## config.mk

```make
export PLATFORM = sky130hd
export DESIGN_NAME = glyph_item_encoder_flat
export DESIGN_NICKNAME = d
export VERILOG_FILES = /design/src/rtl/glyph_item_encoder_if.sv /design/src/rtl/glyph_item_encoder.sv /design/src/flat_wrapper.sv
export SDC_FILE = /design/constraint.sdc
export NUM_CORES = 1
export LEC_CHECK = 0
export ABC_AREA = 1
export BUFFER_PORTS_ARGS = -buffer_cell sky130_fd_sc_hd__buf_2
export CAP_MARGIN = 20
export CORE_MARGIN = 4
export CORE_UTILIZATION = 35
export CTS_BUF_LIST = sky130_fd_sc_hd__clkbuf_4 sky130_fd_sc_hd__clkbuf_8 sky130_fd_sc_hd__clkbuf_16
export DETAILED_ROUTE_END_ITERATION = 7
export MAX_ROUTING_LAYER = met4
export PLACE_DENSITY_LB_ADDON = 0.12
export SYNTH_ARGS = -nofsm -noshare
export SYNTH_HDL_FRONTEND = slang
export SYNTH_SLANG_ARGS = --single-unit
```

## constraint.sdc

```tcl
create_clock -name clk -period 2.53 [get_ports clk]
set_clock_uncertainty 0.2 [all_clocks]
set_input_delay 0.1265 -clock clk [delete_from_list [all_inputs] [get_ports clk]]
set_output_delay 0.1265 -clock clk [all_outputs]
set_load 0.03 [all_outputs]
```

## src/rtl/glyph_item_encoder_if.sv

```systemverilog
// Purpose: bundles the glyph input stream, result output stream, abort and counter of glyph_item_encoder.
// Latency: none, signal bundle only.
// Backpressure: glyph_valid/glyph_ready on input, result_valid/result_ready on output.
// Ports: slave = encoder side, master = producer/consumer side.
interface glyph_item_encoder_if #(
   parameter int CNT_W = 8
);
   logic             clear;
   logic [6:0]       glyph_in;
   logic             glyph_valid;
   logic             glyph_ready;
   logic [2:0]       item_code;
   logic             item_err;
   logic             result_valid;
   logic             result_ready;
   logic [CNT_W-1:0] items_count;

   modport slave (
      input  clear, glyph_in, glyph_valid, result_ready,
      output glyph_ready, item_code, item_err, result_valid, items_count
   );

   modport master (
      output clear, glyph_in, glyph_valid, result_ready,
      input  glyph_ready, item_code, item_err, result_valid, items_count
   );
endinterface

```

## src/rtl/glyph_item_encoder.sv

```systemverilog
// Purpose: matches six serial active-low 7-segment glyphs (HEX5 first) against the item table and recovers the item code.
// Latency: result_valid rises the cycle after the 6th glyph is accepted.
// Backpressure: glyph_ready low while a result is pending; the result is held until result_ready.
// Ports: clk, reset_n (async active-low), bus (slave modport: clear, glyph stream, result stream, items_count).
module glyph_item_encoder #(
   parameter int GLYPHS = 6,
   parameter int CNT_W  = 8
) (
   input  logic                 clk,
   input  logic                 reset_n,
   glyph_item_encoder_if.slave  bus
);

   localparam logic [2:0] LAST_POS = 3'(GLYPHS - 1);

   typedef enum logic {COLLECT, RESULT} state_t;

   state_t           state_q, state_d;
   logic [2:0]       pos_q, pos_d;
   logic [5:0]       cand_q, cand_d;
   logic [2:0]       code_q, code_d;
   logic             err_q, err_d;
   logic [CNT_W-1:0] cnt_q, cnt_d;
   logic [5:0]       match;
   logic [5:0]       survivors;

   // Candidate slot k stands for one table item; slot -> code mapping.
   function automatic logic [2:0] slot_code(input int k);
      case (k)
         0:       slot_code = 3'b000;
         1:       slot_code = 3'b100;
         2:       slot_code = 3'b110;
         3:       slot_code = 3'b001;
         4:       slot_code = 3'b101;
         default: slot_code = 3'b011;
      endcase
   endfunction

   // Expected glyph of slot k at position p (position 0 = HEX5).
   function automatic logic [6:0] ref_glyph(input int k, input logic [2:0] p);
      logic [6:0] g;
      g = 7'b1111111;
      case (k)
         0: case (p)
               3'd0: g = 7'b1001110;
               3'd1: g = 7'b1001111;
               3'd2: g = 7'b1001000;
               3'd3: g = 7'b0010000;
               default: g = 7'b1111111;
            endcase
         1: case (p)
               3'd0: g = 7'b0000000;
               3'd1: g = 7'b0001000;
               3'd2: g = 7'b1000111;
               3'd3: g = 7'b1000111;
               default: g = 7'b1111111;
            endcase
         2: case (p)
               3'd0: g = 7'b0000000;
               3'd1: g = 7'b1000000;
               3'd2: g = 7'b1000000;
               3'd3: g = 7'b0000000;
               default: g = 7'b1111111;
            endcase
         3: case (p)
               3'd0: g = 7'b1000000;
               3'd1: g = 7'b0111111;
               3'd2: g = 7'b1000000;
               3'd3: g = 7'b0111011;
               3'd4: g = 7'b0111011;
               default: g = 7'b1111111;
            endcase
         4: case (p)
               3'd0: g = 7'b0001100;
               3'd1: g = 7'b1000110;
               default: g = 7'b1111111;
            endcase
         default: case (p)
               3'd0: g = 7'b1000110;
               3'd1: g = 7'b0001001;
               3'd2: g = 7'b0001000;
               3'd3: g = 7'b1001111;
               3'd4: g = 7'b1001110;
               default: g = 7'b1111111;
            endcase
      endcase
      ref_glyph = g;
   endfunction

   // {err, code}: entries are distinct so at most one survivor exists.
   function automatic logic [3:0] encode(input logic [5:0] c);
      logic [3:0] r;
      r = 4'b1111;
      for (int k = 0; k < 6; k++) begin
         if (c[k]) r = {1'b0, slot_code(k)};
      end
      encode = r;
   endfunction

   always_comb begin
      match = '0;
      for (int k = 0; k < 6; k++) begin
         match[k] = (ref_glyph(k, pos_q) == bus.glyph_in);
      end
   end

   assign survivors = cand_q & match;

   always_ff @(posedge clk or negedge reset_n) begin
      if (!reset_n) begin
         state_q <= COLLECT;
         pos_q   <= '0;
         cand_q  <= '1;
         code_q  <= '0;
         err_q   <= 1'b0;
         cnt_q   <= '0;
      end else begin
         state_q <= state_d;
         pos_q   <= pos_d;
         cand_q  <= cand_d;
         code_q  <= code_d;
         err_q   <= err_d;
         cnt_q   <= cnt_d;
      end
   end

   always_comb begin
      state_d = state_q;
      pos_d   = pos_q;
      cand_d  = cand_q;
      code_d  = code_q;
      err_d   = err_q;
      cnt_d   = cnt_q;
      if (bus.clear) begin
         // Abort wins over any glyph or result handshake in the same cycle.
         state_d = COLLECT;
         pos_d   = '0;
         cand_d  = '1;
      end else begin
         case (state_q)
            COLLECT: begin
               if (bus.glyph_valid) begin
                  cand_d = survivors;
                  if (pos_q == LAST_POS) begin
                     state_d         = RESULT;
                     pos_d           = '0;
                     {err_d, code_d} = encode(survivors);
                  end else begin
                     pos_d = pos_q + 3'd1;
                  end
               end
            end
            default: begin
               if (bus.result_ready) begin
                  state_d = COLLECT;
                  pos_d   = '0;
                  cand_d  = '1;
                  if (!err_q && (cnt_q != '1)) cnt_d = cnt_q + 1'b1;
               end
            end
         endcase
      end
   end

   assign bus.glyph_ready  = (state_q == COLLECT);
   assign bus.result_valid = (state_q == RESULT);
   assign bus.item_code    = code_q;
   assign bus.item_err     = err_q;
   assign bus.items_count  = cnt_q;

endmodule

```

## src/flat_wrapper.sv

```systemverilog
// flat-port wrapper written by rule: the top's interface ports become plain ports
module glyph_item_encoder_flat 
#(
   parameter int GLYPHS = 6,
   parameter int CNT_W  = 8
)
  (clk, reset_n, bus_clear, bus_glyph_in, bus_glyph_valid, bus_result_ready, bus_glyph_ready, bus_item_code, bus_item_err, bus_result_valid, bus_items_count);
  glyph_item_encoder_if #(.CNT_W(CNT_W)) bus_i ();
  input  logic clk;
  input  logic reset_n;
  input wire logic [$bits(bus_i.clear)-1:0] bus_clear;
  input wire logic [$bits(bus_i.glyph_in)-1:0] bus_glyph_in;
  input wire logic [$bits(bus_i.glyph_valid)-1:0] bus_glyph_valid;
  input wire logic [$bits(bus_i.result_ready)-1:0] bus_result_ready;
  output wire logic [$bits(bus_i.glyph_ready)-1:0] bus_glyph_ready;
  output wire logic [$bits(bus_i.item_code)-1:0] bus_item_code;
  output wire logic [$bits(bus_i.item_err)-1:0] bus_item_err;
  output wire logic [$bits(bus_i.result_valid)-1:0] bus_result_valid;
  output wire logic [$bits(bus_i.items_count)-1:0] bus_items_count;
  assign bus_i.clear = bus_clear;
  assign bus_i.glyph_in = bus_glyph_in;
  assign bus_i.glyph_valid = bus_glyph_valid;
  assign bus_i.result_ready = bus_result_ready;
  assign bus_glyph_ready = bus_i.glyph_ready;
  assign bus_item_code = bus_i.item_code;
  assign bus_item_err = bus_i.item_err;
  assign bus_result_valid = bus_i.result_valid;
  assign bus_items_count = bus_i.items_count;
  glyph_item_encoder #(.GLYPHS(GLYPHS), .CNT_W(CNT_W)) u_core (.clk(clk), .reset_n(reset_n), .bus(bus_i));
endmodule
```

* Word-level counts from Yosys, hierarchy flattened
Cells that the tools add are included.
** Storage, ports and cells
- Register bits after elaboration :: 22
- Bits of input ports :: 12
- Output and inout bits :: 14
- Logic and storage cells :: 62
** Cells by class
- Add/sub/neg operators :: 2
- Equal/unequal tests :: 13
- Multiplexer cells :: 26
- Bitwise gates (word level) :: 3
- Reduce and logical (&&, ||, !) cells :: 12
** Operators by type and width (count)
- $eq 7x7->1 :: 6
- $pmux 7 s3 :: 2
- $pmux 7 s5 :: 1
- $pmux 7 s2 :: 2
- $pmux 7 s4 :: 1
- $mux 4 :: 6
- $mux 6 :: 4
- $mux 3 :: 5
- $reduce_or 2->1 :: 5
- $add 8x1->8 const B :: 1
- $ne 8x8->1 const B :: 1
- $reduce_and 4->1 :: 2
- $and 6x6->6 :: 1
- $eq 3x2->1 const B :: 2
- $eq 3x3->1 const B :: 2
- $mux 1 :: 5
- $add 3x1->3 const B :: 1
- $eq 3x1->1 const B :: 1
- $logic_not 3->1 :: 1
- $ne 3x3->1 const B :: 1
- $reduce_bool 3->1 :: 1
- $not 1->1 :: 2
- $reduce_and 2->1 :: 1
- $logic_and 1x1->1 :: 1
- $logic_not 1->1 :: 1

* Depth between registers and ports, before layout
Gate-level depths: netlist (run 1).
- Depth after elaboration :: 11
- Gate-level depth with buffers :: 17
- Mapped depth without buffers :: 17

* Worst setup path before layout (run 1)
OpenSTA, ideal clock, no wires.
- Path type :: reg-to-reg
- From :: reg u_core.pos_q[0]
- To :: reg u_core.code_q[2], in the netlist u_core.bus.item_code[2]
- Setup time :: 0.117 ns
- Data arrival time :: 1.658 ns
- Required time :: 2.213 ns
- Slack :: 0.555 ns
- Cell stages (with the launch flop) :: 15
- Buffers on the path :: 0
- Cells stage by stage :: dfrtp_1 nand2_2 inv_1 ha_1 inv_1 nand2_2 nand2_1 xor2_1 nand2_1 nor2_2 nand2_1 nand2_1 nand2_1 nand2_1 nand2_1
** Between the ends
- Longest elaborated chain between the ends :: 10
- Elaborated cells on any way between the ends :: 31
- Those cells by class :: eq/ne (11); mux (12); bitwise (1); reduce/logical (7)
** Ends and longest elaborated chain
- start: declaration :: RTL line glyph_item_encoder.sv:19 : logic [2:0] pos_q, pos_d;
- start signal: assignment :: RTL line glyph_item_encoder.sv:119 : pos_q <= pos_d;
- $eq 3x2->1, or another cell as far along
- $pmux 7 s4 or $reduce_or 2->1 (tied branches)
- $eq 7x7->1 or $pmux 7 s3 (tied branches) :: RTL line glyph_item_encoder.sv:103, glyph_item_encoder.sv:51
- $and 6x6->6 or $eq 7x7->1 (tied branches) :: RTL line glyph_item_encoder.sv:107, glyph_item_encoder.sv:103
- $mux 4 or $and 6x6->6 (tied branches) :: RTL line glyph_item_encoder.sv:95, glyph_item_encoder.sv:107
- $mux 4 (5 in series) :: RTL line glyph_item_encoder.sv:95 : if (c[k]) r = {1'b0, slot_code(k)};
- end signal: assignment :: RTL line glyph_item_encoder.sv:121 : code_q <= code_d;
- end: declaration :: RTL line glyph_item_encoder.sv:21 : logic [2:0] code_q, code_d;
Parallel ways exist; a longest one is shown, timed or not.
A chain may end at the register's enable or synchronous reset.

* Worst setup path in the final report (run 1)
Same ends and word-level chain as after synthesis.

==> results of run 1 <==
==> logic make-up after synthesis <==
logic type / after synthesis / share of synthesized area, %
AOI/OAI and AO/OA: 32 / 11.94
xor gates and xnor gates: 9 / 5.190
adders and majority gates: 2 / 1.647
buffers and inverters: 36 / 8.979
DFF: 22 / 36.74
and+or+nand+nor: 126 / 35.50
==> layout make-up <==
cell class	count	area share, %
clock buffers	3	2.281
clock inverters	1	1.659
inverters	35	7.256
multi-input cells	169	45.54
flip-flops and latches	22	30.82
well taps	50	3.455
repair buffers	29	8.984
==> metrics by stage <==
| step | power, mW | hold WS, ns | cell area, sq um | worst slack, ns |
|---|---|---|---|---|
| 2_1_floorplan | 0.6915 | -0.3691 | 1519 | 0.5549 |
| 3_3_place_gp | 0.7938 | -0.07335 | 1709 | 0.3611 |
| 3_5_place_dp | 0.7920 | -0.07966 | 1709 | 0.3469 |
| 4_1_cts | 1.125 | 0.07905 | 1810 | 0.3250 |
| 5_1_grt | 1.195 | 0.1252 | 1810 | 0.06051 |
| 6_report | 1.110 | 0.09181 | 1810 | 0.3344 |
==> where the power goes <==
group          internal (mW)  leakage [nW]  switching [mW]  total (mW)
Sequential             0.403         0.270          0.0328       0.436
Clock                  0.211        0.0357           0.114       0.325
Combinational          0.110         0.682           0.239       0.350
Total                  0.725         0.987           0.386        1.11
==> flip-flops by register name (all words and copies together) (netlist names) <==
register                 flops
u_core.bus.item_code         3
u_core.bus.item_err          1
u_core.bus.items_count       8
u_core.bus.result_valid      1
u_core.cand_q                6
u_core.pos_q                 3
==> worst min-delay path, delay by kind of cell <==
kind	cells	cell delay (ns)
AND/OR/NAND/NOR	2	0.21
buffers and inverters	1	0.10
XOR/XNOR	1	0.08
==> Yosys cell counts, drive strengths merged <==
cell and number:
inv 35, o32ai 1, nor3 2, o211ai 2, o21bai 1, nand3 21, nand4 4, buf 1
xor2 6, ha 2, dfstp 6, a22oi 2, dfrtp 16, a21oi 13, xnor2 3, nand2 68
nor2 31, o22ai 1, o21ai 12
==> worst max path at each step <==
stage	from	to	cells past startpoint
after floorplan	u_core.pos_q[0]$_DFFE_PN0P_	u_core.bus.item_code[2]$_DFFE_PN0P_	14
after global routing	u_core.pos_q[0]$_DFFE_PN0P_	u_core.bus.item_code[2]$_DFFE_PN0P_	15
after global placement	u_core.pos_q[0]$_DFFE_PN0P_	u_core.bus.item_code[2]$_DFFE_PN0P_	15
after detailed placement	u_core.pos_q[0]$_DFFE_PN0P_	u_core.bus.item_code[2]$_DFFE_PN0P_	15
final	u_core.pos_q[0]$_DFFE_PN0P_	u_core.bus.item_code[2]$_DFFE_PN0P_	14
after CTS	u_core.pos_q[0]$_DFFE_PN0P_	u_core.bus.item_code[2]$_DFFE_PN0P_	15
==> routing by layer <==
| layer | vias to the layer above | wire [microns] | share of wire (%) |
|---|---|---|---|
| met5 | - | 0 | 0 |
| met4 | 0 | 55 | 1.5 |
| met3 | 6 | 140 | 3.8 |
| met2 | 29 | 1684 | 46 |
| met1 | 658 | 1789 | 49 |
| li1 | 787 | - | - |
==> timing repair <==
action,4_1_cts,5_1_grt
setup endpoints to repair,0,0
hold endpoints to repair,23,0
hold buffers,3,0
==> reports/metrics.csv, run 1 <==
metric,value,unit
crit share post-route,86.78,%
crit-path most repeated cell,nand2_1,
max_slew headroom,67.31,%
clock latency on the worst-skew pair,0.26,ns
critical path class,reg2reg,
clock-pin slew on the worst setup and hold paths,0.08,ns
placed cells,302,
leading area contributor after synthesis,dfrtp_1,
hold path cells,4,
Routed WL,3.669,mm
Die H,73.88,microns
leak pwr,0.9874,nW
met1 Use GR,20.08,%
GRT overflow,0,
Avg Inst Size Synth,6.691,sq um
nature of the critical path endpoint,flop,
clock tree from TritonCTS,yes,
status,"complete, no violations",
largest net degree at the start of global routing,23,
Synth Instances,227,
NumNets Final,274,
Detail Placement HPWL,2.927,mm
fin cells,309,
Starting DRT DRC Count,53,
diode count,0,
H-tree depth,1,
"Cell Chain, Critical Path",nand2_2 > inv_1 > ha_1 > inv_1 > nand2_2 > nand2_1 > xor2_1 > nand2_1 > nor2_2 > nand2_1 > nand2_1 > nand2_1 > nand2_1 > nand2_1,
GR Layer Usage met2,23.92,%
Core Region,4086,sq um
CP peak stage delay,0.45,ns
reg2reg path depth,14,
FILL cells,437,
Clock Path Buffers,2,
initial antenna violation count,0,
GR peak layer,met2,
minimum clock period,2.196,ns
# DRC,0,
startpoint types,flop,
Setup TNS Final,0,ns
RSZ-0062 raised after global routing,false,
share of layout cells above drive strength 1,18.92,%
Sink Count,22,
WHS Endpoint,u_core.bus.items_count[0]$_DFFE_PN0P_,
register area,558.0,sq um
Top delay family on crit path,simple AND/OR/NAND/NOR gates,
met3 Use GR,3.420,%
Antenna Nets Post-Route,0,
number of vias per cell,4.790,
r2r setup slk,0.33,ns
"FF+latch count, synth",22,
Worst Path Required,2.49,ns
number of I/O pins,26,
count of unique library cells instantiated by Yosys,25,
CP max-delay cell,dfrtp_1,
Fmax,455.5,MHz
vias in the first global route,1417,
CTS Root Cell,clkbuf_8,
Num CTS Buffers,3,
Hold WC Path Type,in2reg,
first-pass GRT wire length,6.341,mm
Area contributors post-synth,"dfrtp_1 (26%), nand2_1 (16%), dfstp_2 (10%)",
Post-Syn Nets,241,
postcts setup bufs,0,
most frequent cells in the layout,"nand2_1 (63), inv_1 (32), nor2_1 (27), buf_2 (25), nand3_1 (21)",
Post-CTS Resized,0,
multi-input gate area in the final layout,824.5,sq um
"Setup violations, final",0,
Initial Utilization,37.17,%
"Cell Area, Synth",1519,sq um
part of the Yosys area used for sequential elements,36.74,%
FP Rows,23,
die area,5458,sq um
DR WL/cell,11.87,microns
final hold violation count,0,
yosys warns,0,
Crit Path Max Fanout,6,
R2R Path Start,u_core.pos_q[0]$_DFFE_PN0P_,
"leading cell type in the layout, fill and taps excluded",nand2_1,
r2r endpoint,u_core.bus.item_code[2]$_DFFE_PN0P_,
hold_sp,bus_clear,
power per cell area,613.4,nW/um^2
CP Data Arrival Time,2.15,ns
gr usage total,15.23,%
crit path buf inv count,2,
I/O Buffers,25,
synthesis-to-layout area growth,19.19,%
post-synth top area share,26.36,%
Slew @ Worst Pin,0.4904,ns
Worst VDD drop,0.0003275,V
Final Util,44.31,%
Die W,73.88,microns
drt pass-1 iters,4,
GP Congestion,0.8672,
max-cap violation count,0,
pins over their slew limit,0,
DR vias,1480,
(Power assumes the default switching activity.)
==> run 2, diff against run 1 <==
--- a/config.mk
+++ b/config.mk
@@ -12,6 +12,7 @@
 export CORE_UTILIZATION = 35
 export CTS_BUF_LIST = sky130_fd_sc_hd__clkbuf_4 sky130_fd_sc_hd__clkbuf_8 sky130_fd_sc_hd__clkbuf_16
 export DETAILED_ROUTE_END_ITERATION = 7
+export GPL_TIMING_DRIVEN = 0
 export MAX_ROUTING_LAYER = met4
 export PLACE_DENSITY_LB_ADDON = 0.12
 export SYNTH_ARGS = -nofsm -noshare
==> reports/metrics.csv, run 2 (synthesis gave the netlist of run 1 again) <==
metric,value,unit,change
CTS Root Cell,clkbuf_8,,unchanged
number of vias per cell,4.802,,was 4.790
Initial Utilization,37.17,%,unchanged
diode count,0,,unchanged
leak pwr,0.9825,nW,was 0.9874 nW
minimum clock period,2.190,ns,was 2.196 ns
drt pass-1 iters,4,,unchanged
Clock Path Buffers,2,,unchanged
crit share post-route,86.56,%,was 86.78%
Starting DRT DRC Count,111,,was 53
Final Util,44.12,%,was 44.31%
H-tree depth,1,,unchanged
clock latency on the worst-skew pair,0.26,ns,about the same
largest net degree at the start of global routing,23,,unchanged
NumNets Final,273,,was 274
max reg flops,8,,unchanged
first-pass GRT wire length,6.147,mm,was 6.341 mm
most frequent cells in the layout,"nand2_1 (63), inv_1 (31), nor2_1 (27), buf_2 (25), nand3_1 (21)",,"was nand2_1 (63), inv_1 (32), nor2_1 (27), buf_2 (25), nand3_1 (21)"
final hold violation count,0,,unchanged
clock-pin slew on the worst setup and hold paths,0.08,ns,about the same
RSZ-0062 raised after global routing,false,,unchanged
Antenna Nets Post-Route,0,,unchanged
postcts setup bufs,0,,unchanged
clock tree from TritonCTS,yes,,unchanged
CP Data Arrival Time,2.15,ns,about the same
GRT overflow,0,,unchanged
power per cell area,617.1,nW/um^2,was 613.4 nW/um^2
Slew @ Worst Pin,0.4759,ns,was 0.4904 ns
DR vias,1479,,was 1480
max-cap violation count,0,,unchanged
Core Region,4086,sq um,unchanged
Fmax,456.6,MHz,was 455.5 MHz
"Setup violations, final",0,,unchanged
nature of the critical path endpoint,flop,,unchanged
vias in the first global route,1402,,was 1417
initial antenna violation count,0,,unchanged
Die H,73.88,microns,unchanged
pins over their slew limit,0,,unchanged
Hold WC Path Type,in2reg,,unchanged
Routed WL,3.630,mm,was 3.669 mm
"leading cell type in the layout, fill and taps excluded",nand2_1,,unchanged
Setup TNS Final,0,ns,unchanged
GP Congestion,0.8672,,unchanged
Crit Path Max Fanout,6,,unchanged
I/O Buffers,24,,was 25
# DRC,0,,unchanged
FP Rows,23,,unchanged
Die W,73.88,microns,unchanged
Detail Placement HPWL,2.907,mm,was 2.927 mm
number of I/O pins,26,,unchanged
Num CTS Buffers,3,,unchanged
share of layout cells above drive strength 1,18.99,%,was 18.92%
DR WL/cell,11.79,microns,was 11.87 microns
status,"complete, no violations",,unchanged
Sink Count,22,,unchanged
startpoint types,flop,,unchanged
max_slew headroom,68.28,%,was 67.31%
critical path class,reg2reg,,unchanged
Worst VDD drop,0.0004378,V,was 0.0003275 V
Worst Path Required,2.49,ns,about the same
gr usage total,14.81,%,was 15.23%
die area,5458,sq um,unchanged
synthesis-to-layout area growth,18.70,%,was 19.19%
[run 2: cell types whose count changed in the layout (fill, tap and decap cells not counted)]
| cell | previous run | this run |
|---|---|---|
| buf_4 | 1 | 0 |
| inv_1 | 32 | 31 |
| inv_2 | 3 | 4 |
[run 2: timing repair]
action / CTS / global route
hold endpoints to repair: 23 / 0
resized for setup: 0 / 1
hold buffers: 3 / 0
endpoints found under the setup margin: 0 / 1
[run 2: layout make-up]
| class | instances | area, sq um |
|---|---|---|
| Fill cell | 451 | 2283 |
| Multi-Input combinational cell | 169 | 824.5 |
| Sequential cell | 22 | 558.0 |
| Timing Repair Buffer | 27 | 150.1 |
| Inverter | 35 | 131.4 |
| Tap cell | 50 | 62.56 |
| Clock buffer | 3 | 41.29 |
| Clock inverter | 1 | 30.03 |
| Buffer | 1 | 5.005 |
[run 2: report_power, final]
group / switching, mW / internal, mW / total, mW / leakage [nW]
sequential: 0.0332 / 0.403 / 0.436 / 0.270
combinational: 0.240 / 0.109 / 0.349 / 0.677
clock: 0.116 / 0.211 / 0.327 / 0.0357
total: 0.389 / 0.724 / 1.11 / 0.983
[run 2: path summary, 6_finish.rpt]
kind                                               from                                    end  slack, ns  cells after the start
min reg2reg                u_core.cand_q[5]$_DFFE_PN1P_           u_core.cand_q[5]$_DFFE_PN1P_       0.29                      2
min in group asynchronous                       reset_n    u_core.bus.item_code[1]$_DFFE_PN0P_       0.15                      2
max in group asynchronous                       reset_n           u_core.cand_q[3]$_DFFE_PN1P_       1.63                      2
max reg2reg                 u_core.pos_q[0]$_DFFE_PN0P_    u_core.bus.item_code[2]$_DFFE_PN0P_       0.34                     14
min                                           bus_clear  u_core.bus.items_count[0]$_DFFE_PN0P_       0.08                      4
max                         u_core.pos_q[0]$_DFFE_PN0P_    u_core.bus.item_code[2]$_DFFE_PN0P_       0.34                     14
[run 2: metrics by stage]
step	cells	hold WS, ns	worst slack, ns	total power [mW]	area (sq um)
floorplan	227	-0.3691	0.5549	0.6915	1519
global placement	301	-0.08248	0.2618	0.7918	1702
detailed placement	301	-0.08408	0.2586	0.7926	1702
CTS	308	0.07954	0.2438	1.123	1803
global route	308	0.1294	0.07781	1.191	1803
finish	308	0.08099	0.3399	1.113	1803
[run 2: critical path: stages, from the launching register on]
cell and delay, ns:
dfrtp_1 0.45, nand2_2 0.14, inv_1 0.05, ha_1 0.23, inv_2 0.15, nand2_2 0.11
nand2_1 0.10, xor2_1 0.20, nand2_1 0.09, nor2_2 0.10, nand2_1 0.06, nand2_1 0.05
nand2_1 0.05, nand2_1 0.06, nand2_1 0.05
[run 2: metal layers]
| layer | share of wire (%) | track usage [%] | wire [microns] |
|---|---|---|---|
| met3 | 2.9 | 3.283 | 106 |
| met1 | 49 | 20.22 | 1770 |
| met5 | 0 | - | 0 |
| met4 | 0.80 | 2.616 | 29 |
| met2 | 47 | 22.74 | 1723 |
